## src/rtl/pattern_fsm_pkg.sv

```systemverilog
// Shared helpers for serial pattern detectors: width calculation and the
// prefix-function (KMP) next-state rule, usable by any detector length.
package pattern_fsm_pkg;

   localparam int MAX_PAT_W = 16;

   // Smallest r with 2**r >= n.
   function automatic int clog2(input int n);
      int r;
      r = 0;
      for (int i = 0; i < 31; i++) begin
         if ((1 << i) < n) r = i + 1;
      end
      return r;
   endfunction

   // The history is the first `state` pattern bits followed by `b`.
   // Returns the longest k (k <= pat_w) such that the first k pattern bits
   // equal the last k history bits. Pattern bit 0 (first received) lives at
   // pattern[pat_w-1]. `state` must be in 0..pat_w.
   function automatic int prefix_next(input logic [MAX_PAT_W-1:0] pattern,
                                      input int pat_w,
                                      input int state,
                                      input logic b);
      int   best;
      int   hidx;
      logic ok;
      logic hb;
      best = 0;
      for (int k = 1; k <= MAX_PAT_W; k++) begin
         if (k <= pat_w && k <= state + 1) begin
            ok = 1'b1;
            for (int i = 0; i < MAX_PAT_W; i++) begin
               if (i < k) begin
                  hidx = state + 1 - k + i;
                  hb   = (hidx < state) ? pattern[4'(pat_w - 1 - hidx)] : b;
                  if (pattern[4'(pat_w - 1 - i)] != hb) ok = 1'b0;
               end
            end
            if (ok) best = k;
         end
      end
      return best;
   endfunction

endpackage

```

## src/rtl/pattern_fsm_next.sv

```systemverilog
// Combinational next-state logic of the pattern detector: S is the length of
// the pattern prefix matched so far; S==PAT_W means a full match.
module pattern_next
   import pattern_fsm_pkg::*;
#(
   parameter int             PAT_W   = 4,
   parameter logic [PAT_W-1:0] PATTERN = 4'b1101,
   parameter int             OVERLAP = 1,
   parameter int             SW      = clog2(PAT_W + 1)
) (
   input  logic [SW-1:0] s_i,
   input  logic          w_i,
   output logic [SW-1:0] s_next_o
);

   localparam logic [MAX_PAT_W-1:0] PAT_VEC = MAX_PAT_W'(PATTERN);
   localparam logic [SW-1:0]        S_IDLE  = '0;
   localparam logic [SW-1:0]        S_ONE   = SW'(1);
   localparam logic [SW-1:0]        S_FULL  = SW'(PAT_W);

   // Illegal encodings recover to idle; a completed match either keeps its
   // bits as history (overlap) or restarts from the incoming bit alone.
   always_comb begin
      s_next_o = S_IDLE;
      if (s_i > S_FULL) begin
         s_next_o = S_IDLE;
      end else if (s_i == S_FULL && OVERLAP == 0) begin
         s_next_o = (w_i == PATTERN[PAT_W-1]) ? S_ONE : S_IDLE;
      end else begin
         s_next_o = SW'(prefix_next(PAT_VEC, PAT_W, int'(s_i), w_i));
      end
   end

endmodule

```

## src/rtl/pattern_fsm.sv

```systemverilog
// Serial pattern detector: Moore match flag z and a saturating, clearable
// match counter. Next-state logic lives in pattern_next.
module pattern_fsm
   import pattern_fsm_pkg::*;
#(
   parameter int               PAT_W   = 4,
   parameter logic [PAT_W-1:0] PATTERN = 4'b1101,
   parameter int               OVERLAP = 1,
   parameter int               CNT_W   = 8
) (
   input  logic             clk,
   input  logic             reset,
   input  logic             en,
   input  logic             w,
   input  logic             clr_cnt,
   output logic             z,
   output logic [CNT_W-1:0] match_cnt
);

   localparam int               SW       = clog2(PAT_W + 1);
   localparam logic [SW-1:0]    S_IDLE   = '0;
   localparam logic [SW-1:0]    S_FULL   = SW'(PAT_W);
   localparam logic [CNT_W-1:0] CNT_MAX  = '1;

   logic [SW-1:0]    s_q, s_d, s_nxt;
   logic [CNT_W-1:0] cnt_q, cnt_d;

   pattern_next #(
      .PAT_W   (PAT_W),
      .PATTERN (PATTERN),
      .OVERLAP (OVERLAP),
      .SW      (SW)
   ) u_next (
      .s_i      (s_q),
      .w_i      (w),
      .s_next_o (s_nxt)
   );

   // Advance only on enabled samples; count each entry into the full state,
   // letting a clear override a coincident match.
   always_comb begin
      s_d   = s_q;
      cnt_d = cnt_q;
      if (en) s_d = s_nxt;
      if (clr_cnt) begin
         cnt_d = '0;
      end else if (en && s_nxt == S_FULL && cnt_q != CNT_MAX) begin
         cnt_d = cnt_q + CNT_W'(1);
      end
   end

   // State and counter registers with synchronous reset.
   always_ff @(posedge clk) begin
      if (reset) begin
         s_q   <= S_IDLE;
         cnt_q <= '0;
      end else begin
         s_q   <= s_d;
         cnt_q <= cnt_d;
      end
   end

   assign z         = (s_q == S_FULL);
   assign match_cnt = cnt_q;

endmodule
```

## config.mk

```make
export PLATFORM = sky130hd
export DESIGN_NAME = pattern_fsm
export DESIGN_NICKNAME = d
export VERILOG_FILES = /design/src/rtl/pattern_fsm_pkg.sv /design/src/rtl/pattern_fsm_next.sv /design/src/rtl/pattern_fsm.sv
export SDC_FILE = /design/constraint.sdc
export NUM_CORES = 1
export LEC_CHECK = 0
export BUFFER_PORTS_ARGS = -buffer_cell sky130_fd_sc_hd__buf_2
export CAP_MARGIN = 30
export CORE_MARGIN = 8
export CORE_UTILIZATION = 55
export CTS_BUF_LIST = sky130_fd_sc_hd__clkbuf_16
export CTS_CLUSTER_SIZE = 28
export DETAILED_ROUTE_END_ITERATION = 7
export PLACE_DENSITY = 0.76
export SLEW_MARGIN = 20
export SYNTH_ARGS = -nofsm -noshare
export SYNTH_HDL_FRONTEND = slang
export SYNTH_SLANG_ARGS = --single-unit
export TNS_END_PERCENT = 1
```

## constraint.sdc

```tcl
create_clock -name clk -period 4.5 [get_ports clk]
set_input_delay 0.9 -clock clk [delete_from_list [all_inputs] [get_ports clk]]
set_output_delay 0.9 -clock clk [all_outputs]
set_load 0.005 [all_outputs]
```

# == Word-level counts from Yosys, hierarchy flattened ==
# Memories as Yosys holds them, arrays and structs flattened.
# Index checks and enable logic that the tools add are counted.
# word_totals
register_bits,11
romBits,160
inputBits,5
elab_cells,122
mem_count,10
# op_classes
addsub,22
magnitude_cmp,25
eq_ne,3
n_mux,57
n_reduce_logical,3
# memory_table
memory,depth,width,rd,rd_ports_with_merged_regs,write_ports,line_no,source
(name not given),16,1,1,0,0,pattern_fsm_pkg.sv:36,hb = (hidx < state) ? pattern[4'(pat_w - 1 - hidx)] : b;
(name not given),16,1,1,0,0,pattern_fsm_pkg.sv:36,
(name not given),16,1,1,0,0,pattern_fsm_pkg.sv:36,
(name not given),16,1,1,0,0,pattern_fsm_pkg.sv:36,
(name not given),16,1,1,0,0,pattern_fsm_pkg.sv:36,
(name not given),16,1,1,0,0,pattern_fsm_pkg.sv:36,
4 more memories,n/a,n/a,n/a,n/a,n/a,n/a,
# ops
cell,count
32-bit by 4-bit < comparator with 1-bit output,9
"32-bit by 3-bit adder with 32-bit output, second input constant",3
"32-bit by 2-bit adder with 32-bit output, second input constant",2
"3-bit by 32-bit <= comparator with 1-bit output, first input constant",2
"4-bit by 6-bit < comparator with 1-bit output, second input constant",10
1-bit two-way mux,50
"3-bit by 4-bit subtractor with 4-bit output, first input constant",10
"2-bit by 32-bit <= comparator with 1-bit output, first input constant",1
"4-bit by 32-bit <= comparator with 1-bit output, first input constant",1
3-bit two-way mux,6
"4-bit by 2-bit subtractor with 5-bit output, second input constant",2
"8-bit by 1-bit adder with 8-bit output, second input constant",1
"8-bit != test, second input constant",1
"5-bit by 2-bit adder with 6-bit output, second input constant",1
"3-bit == test, second input constant",2
5-bit by 4-bit < comparator with 1-bit output,1
"4-bit by 1-bit subtractor with 5-bit output, second input constant",1
"4-bit by 3-bit subtractor with 5-bit output, second input constant",1
"3-bit by 1-bit adder with 4-bit output, second input constant",1
"3-bit greater-than comparator, second input constant",1
1-bit logical AND,2
2-bit two-way mux,1
2-bit OR reduction,1

# == Logic depth before layout (Yosys ltp) ==
# Gate-level depths: netlist of run 1.
# logic_depth
ltp_word,22
depth_mapped,21
ltp_nobuf,19

# == Modules after synthesis ==
# A second synthesis of run 1 with hierarchy kept.
# unflattened
cells_unflattened,230
hier_area_um2,1749.2
# by_module_without_submodules
module,instances,cells_each,area_per_inst_um2
pattern_next,1,176,1228.7
pattern_fsm,1,54,520.5

# == Worst setup path before layout of run 1 ==
# No wires, ideal clock.
# synth_path
path_type,flip-flop to flip-flop
from,register s_q[0]
to,register s_q[0]
setup_ns,0.117
arrival_time_ns,4.646
path_slack_ns,-0.263
path_stages_with_launch,17
n_path_buf,2
period_less_slack_ns,4.763
cell_sequence,dfxtp_1 > ha_1 > inv_1 > ha_1 > buf_2 > inv_1 > ha_1 > clkbuf_1 > nand2_1 > ha_1 > ha_1 > or4bb_1 > a2111oi_2 > nor3_1 > or4_1 > a32oi_1 > o21ai_1
# synth_between
elab_chain_cells,19
word_cells_on_any_way,103
classes_between,add/sub: 21; order compare: 15; mux: 57; memory: 10
# synth_rtl
item,line_no,source
"start, declared",pattern_fsm.sv:25,"logic [SW-1:0] s_q, s_d, s_nxt;"
"start signal, assigned",pattern_fsm.sv:55,s_q <= S_IDLE;
"start signal, assigned",pattern_fsm.sv:58,s_q <= s_d;
branches (longest 18 deep; another with 32-bit by 2-bit adder with 32-bit output),n/a,
3-bit two-way mux *,pattern_fsm_next.sv:25,if (s_i > S_FULL) begin
# Mark *: on every way between the ends. The select of a mux whose other input is x is not followed.
# A chain may end at the register's enable or synchronous reset.

# == Worst setup path after layout of run 1 ==
# layout_path
from,register s_q[1]
to,register s_q[0]
# Same word-level chain as after synthesis.

==> results by group, run 1 <==
STA
  – Hold Fails Final Rpt: 0
  – Setup TNS Final: 0 ns
  – Tcrit/Tclk final: 91.4%
  – Clk_skew: 0.00121 ns
  – Unrepaired setup endpoints after global routing: false
  – Worst-Margin Slew: 0.572 ns
  – Pins over their slew limit: 0
  – Slew margin rel.: 61.7%
  – Setup violators final: 0
  – Fin crit period: 4.11 ns
  – FMAX: 0.243 GHz

Yosys
  – Yosys warns: 0
  – Synth area leader: ha_1
  – Synth unique cells: 63
  – Sequential share of the synthesized area: 9.33%
  – Gate Count Post-Synth: 289
  – Ys async rst share: 0%
  – Synthesized Nets: 354
  – Synthesized area: 2360 um^2
  – Ys flop type: dfxtp_1
  – Synth area leaders: ha_1 32%, dfxtp_1 9.3%, nand2_1 4.1%, a21oi_1 3.2%, inv_1 3.0%
  – Top-area cell type share of the netlist area: 31.8%
  – Mean Syn Cell Area: 8.17 um^2
  – FF+latch count, synth: 11
  – Number of synthesized flops with an enable pin: 0

Global route
  – Grt total ovfl: 0
  – First-pass GRT wire length: 9340 um
  – Pin count of the biggest net entering global routing: 18
  – Gr usage total: 17.2%
  – Antenna violations before repair: 0
  – Vias in the first global route: 1987

Pwr
  – Maximum vdd drop: 127 uV
  – Pwr/cell area: 164 nW/um^2
  – P_leak: 0.00116 uW

CTS
  – CTS tree: built
  – Clock Sinks: 11
  – Clock buffer depth: 2
  – CTS Hold Bufs: 0
  – Worst-Skew Late Latency: 0.24 ns
  – Clk root buf: clkbuf_16
  – Deepest level of the CTS H-tree: 1
  – Post-CTS setup buffers: 0
  – Number of gates resized after cts: 0
  – Total CTS buffers: 3
  – Clock Pin Slew Worst Setup and Hold Paths: 0.04 ns

Critical path
  – Critical-path maximum fanout: 13
  – Data arrival, critical path: 4.24 ns
  – Reg2Reg Capture Point: s_q[0]
  – Setup crit start: s_q[1]
  – R2R cell count: 14
  – Critical Path RT: 4.63 ns
  – RR Startpoint: s_q[1]
  – Setup crit start kind: flip-flop
  – Worst Setup Path Type: reg -> reg
  – CP Capture Point: s_q[0]
  – Crit end category: flip-flop
  – R2r setup slk: 0.39 ns

Layout
  – Most frequent cells in the layout: 57 x ha_1, 26 x nand2_1, 20 x inv_1
  – Layout cells sized above 1: 15.5%
  – Layout Nets: 370
  – Most common cell after layout, fill and taps aside: ha_1
  – Final core utilization: 61.3%
  – Final Non-Filler Cells: 356
  – Area Growth Syn to Fin: 9.92%
  – Antenna Cells: 0

Drt
  – Vias per inst: 5.97
  – WL met1: 2610 um
  – Vias: 2127
  – DRT Pass-1 Iters: 4
  – Met2 Routed Length: 2650 um
  – DR top layer: met4
  – DR WL/cell: 15.4 um
  – Detail Route Antenna Nets: 0
  – Met3 Wirelength: 183 um
  – 1st-iter DRT viols: 178
  – Drc violations: 0
  – Final wirelength: 5480 um

Place
  – GPL Wtd Cong: 0.901
  – Hpwl dp: 4400 um
  – Dpl cells: 352
  – Port bufs: 13

Floorplan
  – Core area: 4230 um^2
  – Num rows: 24
  – Die Height: 81.5 um
  – Starting Density: 55.7%
  – Die area: 6640 um^2
  – Die width: 81.5 um
  – Io pins: 14

Min path
  – Hold Crit Class: reg -> reg

Run status
  – Status: finished, final reports clean

Run
  – Max-cap violations: 0
==> kinds of logic (layout without fill, tap and decap cells) <==
family	count (synthesis)	in the layout	synth area share (%)
AO/OA/AOI/OAI	56	56	17.9
adder cells (fa/ha/maj)	60	60	31.8
flip-flops	11	11	9.33
multiplexers	4	4	1.70
XOR/XNOR	9	9	3.34
buffers and inverters	29	44	5.62
AND/OR/NAND/NOR	120	120	30.3
==> worst max-delay path, cell delays in order, from the launching register on <==
cell       delay (ns)
dfxtp_2          0.43
inv_1            0.13
ha_1             0.44
inv_1            0.12
ha_1             0.24
ha_1             0.34
inv_1            0.13
nand3_1          0.11
ha_1             0.31
or4bb_1          0.49
a2111oi_2        0.39
nor3_1           0.10
or4_1            0.52
a32oi_1          0.17
o21ai_1          0.08
==> power breakdown <==
group          switching [uW]  total, uW  internal [uW]
sequential               1.84        101           98.7
combinational            91.9        162           70.2
clock                    46.3        163            117
total                     140        426            286
==> how the worst min path moves through the flow <==
stage | startpoint | to | slack, ns | cells after the start
global placement | match_cnt[4] | match_cnt[4] | 0.47 | 2
global route | match_cnt[4] | match_cnt[4] | 0.55 | 2
finish | match_cnt[4] | match_cnt[4] | 0.48 | 2
CTS | match_cnt[4] | match_cnt[4] | 0.48 | 2
detailed placement | match_cnt[4] | match_cnt[4] | 0.48 | 2
floorplan | match_cnt[4] | match_cnt[4] | 0.47 | 2
==> sequential cells by signal, summed over array words and instances (netlist names) <==
signal     flops
s_q            3
match_cnt      8
==> through the flow <==
step / cell area (um^2) / setup WS (ns) / hold slack (ns) / total power [uW]
floorplan: 2370 / 0.00184 / 0.471 / 226
detailed placement: 2500 / 0.253 / 0.478 / 262
CTS: 2580 / 0.227 / 0.484 / 426
finish: 2590 / 0.386 / 0.481 / 426
global route: 2590 / 0.0577 / 0.551 / 461
global placement: 2500 / 0.356 / 0.467 / 259
==> metal layers <==
layer	GRT usage [%]	vias up
li1	-	1105
met1	22.7	980
met2	29.6	38
met3	2.30	4
met4	2.68	0
met5	0	-
==> cell usage after synthesis, types with 3 or more instances <==
library cell	count
ha_1	60
nand2_1	26
inv_1	19
nor2_1	16
a21oi_1	15
dfxtp_1	11
nand3_1	9
o21ai_0	8
or3_1	8
and3_1	6
nand2b_1	6
nor4_1	6
xnor2_1	6
and2_1	5
nor2b_1	5
buf_2	4
mux2i_1	4
nor3_1	4
nor4b_1	4
or2_2	4
a31o_1	3
a31oi_1	3
o32a_1	3
xor2_1	3
==> area by class of cell <==
cell class              count  area [um^2]
clock inverters             1         3.75
clock buffers               3         75.1
inverters                  19         71.3
well taps                  52         65.1
multi-input cells         249         2030
flip-flops and latches     11          223
fillers                   376         1640
repair buffers             21          125
Power figures use the tool's default switching activity.
==> run 2, diff against run 1 <==
- BUFFER_PORTS_ARGS: -buffer_cell sky130_fd_sc_hd__buf_2 -> not set
- DONT_BUFFER_PORTS: not set -> 1
- PLACE_DENSITY: 0.76 -> 0.73
- SETUP_SLACK_MARGIN: not set -> 0.4
==> run 2 against run 1 <==
Global-route usage up 0.33 points. Utilization up 4.0 points. Sequential share of layout area down 0.35 points. Routed wire length up 11%. Highest routed layer unchanged. Critical path depth unchanged. Sequential power about the same. Clock power down 2%. Hold slack better by 0.037 ns.
==> results by group, run 2 (synthesis results as in run 1) <==
Critical path
  – Critical-path maximum fanout: 12
  – Slowest stage delay, CP: 0.53 ns
  – Number of buffers and inverters on the critical path: 2
  – CP Cell Sequence: buf_6 -> and3_1 -> inv_1 -> ha_4 -> nand2_1 -> ha_4 -> nand3_1 -> ha_1 -> or4bb_4 -> a2111oi_4 -> nor3_1 -> or4_1 -> a32oi_1 -> o21ai_1
  – Cell mode on critical path: ha_4
  – CP top delay family: simple AND/OR/NAND/NOR gates
  – Setup crit start kind: flip-flop
  – CP max-delay cell: or4bb_4
  – Data arrival, critical path: 4.06 ns
  – Critical Path RT: 4.63 ns
  – Worst Setup Path Type: reg -> reg
  – Crit end category: flip-flop
  – R2R cell count: 14
  – Crit. path cell count: 14

Layout
  – Layout Nets: 367
  – Layout cells sized above 1: 20.9%
  – FILL cells: 358
  – Most frequent cells in the layout: 50 x ha_1, 25 x nand2_1, 17 x inv_1
  – Most common cell after layout, fill and taps aside: ha_1
  – Area Growth Syn to Fin: 17.1%
  – Final Non-Filler Cells: 353
  – Antenna Cells: 0
  – Design Area, Final: 2760 um^2
  – Largest register FFs: 8

STA
  – Fin Hold WS: 0.518 ns
  – Clk_skew: 0.000533 ns
  – Hold Fails Final Rpt: 0
  – Unrepaired setup endpoints after global routing: false
  – Worst-Margin Slew: 0.419 ns
  – Setup TNS Final: 0 ns
  – Tcrit/Tclk final: 87.4%
  – FMAX: 0.254 GHz
  – Pins over their slew limit: 0
  – Fin crit period: 3.93 ns
  – Setup violators final: 0
  – Slew margin rel.: 71.7%

Run status
  – Status: finished, final reports clean

CTS
  – Worst-Skew Late Latency: 0.24 ns
  – Clk root buf: clkbuf_16
  – Clock Sinks: 11
  – CTS tree: built
  – CTS Hold Bufs: 0
  – Clock buffer depth: 2
  – Total CTS buffers: 3
  – Clock Pin Slew Worst Setup and Hold Paths: 0.04 ns
  – Deepest level of the CTS H-tree: 1

Drt
  – Vias per inst: 6.17
  – Drc violations: 0
  – Vias: 2179
  – DR WL/cell: 17.3 um
  – Final wirelength: 6090 um
  – 1st-iter DRT viols: 145
  – DRT Pass-1 Iters: 4
  – Detail Route Antenna Nets: 0

Place
  – Cell Area, Placed: 2490 um^2
  – GPL Wtd Cong: 0.960
  – Dpl cells: 342
  – Port bufs: 0
  – Hpwl dp: 4590 um

Run
  – Max-cap violations: 0

Floorplan
  – Die width: 81.5 um
  – Die area: 6640 um^2
  – Core area: 4230 um^2
  – Starting Density: 55.7%
  – Die Height: 81.5 um
  – Io pins: 14
  – Num rows: 24

Min path
  – Hold Crit Class: reg -> reg
  – Hold Path Depth: 2

Global route
  – Gr usage total: 17.6%
  – Pin count of the biggest net entering global routing: 13
  – Vias in the first global route: 1972
  – Antenna violations before repair: 0
  – Grt total ovfl: 0
  – First-pass GRT wire length: 9360 um

Pwr
  – Pwr/cell area: 159 nW/um^2
  – Maximum vdd drop: 140 uV
  – P_leak: 0.00116 uW
## run 2: final cells by class
class                   count  area (um^2)  area share (%)
well taps                  52         65.1            2.35
multi-input cells         249         2160            78.2
clock buffers               3         75.1            2.72
repair buffers             18          159            5.75
clock inverters             1         3.75           0.136
inverters                  19         71.3            2.58
flip-flops and latches     11          228            8.24
## run 2: worst register-to-register path, cell delays in order (launching register included)
cell and delay (ns):
dfxtp_4 0.41, buf_6 0.16, and3_1 0.32, inv_1 0.19
ha_4 0.24, nand2_1 0.14, ha_4 0.23, nand3_1 0.13
ha_1 0.28, or4bb_4 0.53, a2111oi_4 0.34, nor3_1 0.10
or4_1 0.52, a32oi_1 0.17, o21ai_1 0.07
## run 2: metrics by stage
| step | setup WS (ns) | total power (uW) | util (%) |
|---|---|---|---|
| global placement | 0.352 | 260 | 58.7 |
| CTS | 0.344 | 427 | 61.7 |
| detailed placement | 0.334 | 265 | 58.7 |
| finish | 0.566 | 440 | 65.3 |
| global route | 0.412 | 473 | 65.3 |
| floorplan | 0.421 | 228 | - |
## run 2: repair_timing
item	CTS	global route
pin swaps	0	2
gates resized for setup	1	26
setup buffers	4	3
endpoints found under the setup margin	8	10
## run 2: per-layer routing
metal	up-vias	GRT usage, %	routed length (um)
met3	6	1.97	241
met1	1032	22.2	2650
li1	1090	-	-
met5	-	0	0
met2	51	31.1	3140
met4	0	3.75	57
## run 2: path summary, 6_finish.rpt
| path | start | end | slack (ns) |
|---|---|---|---|
| setup / recovery | s_q[0] | s_q[0] | 0.57 |
| hold / removal | match_cnt[4] | match_cnt[4] | 0.52 |
| hold reg to reg | match_cnt[4] | match_cnt[4] | 0.52 |
| setup reg to reg | s_q[0] | s_q[0] | 0.57 |
## run 2: where the power goes
part	total (uW)	switching, uW	internal [uW]
combinational	181	97.9	83.2
clock	159	42.5	116
sequential	100	2.23	98.0
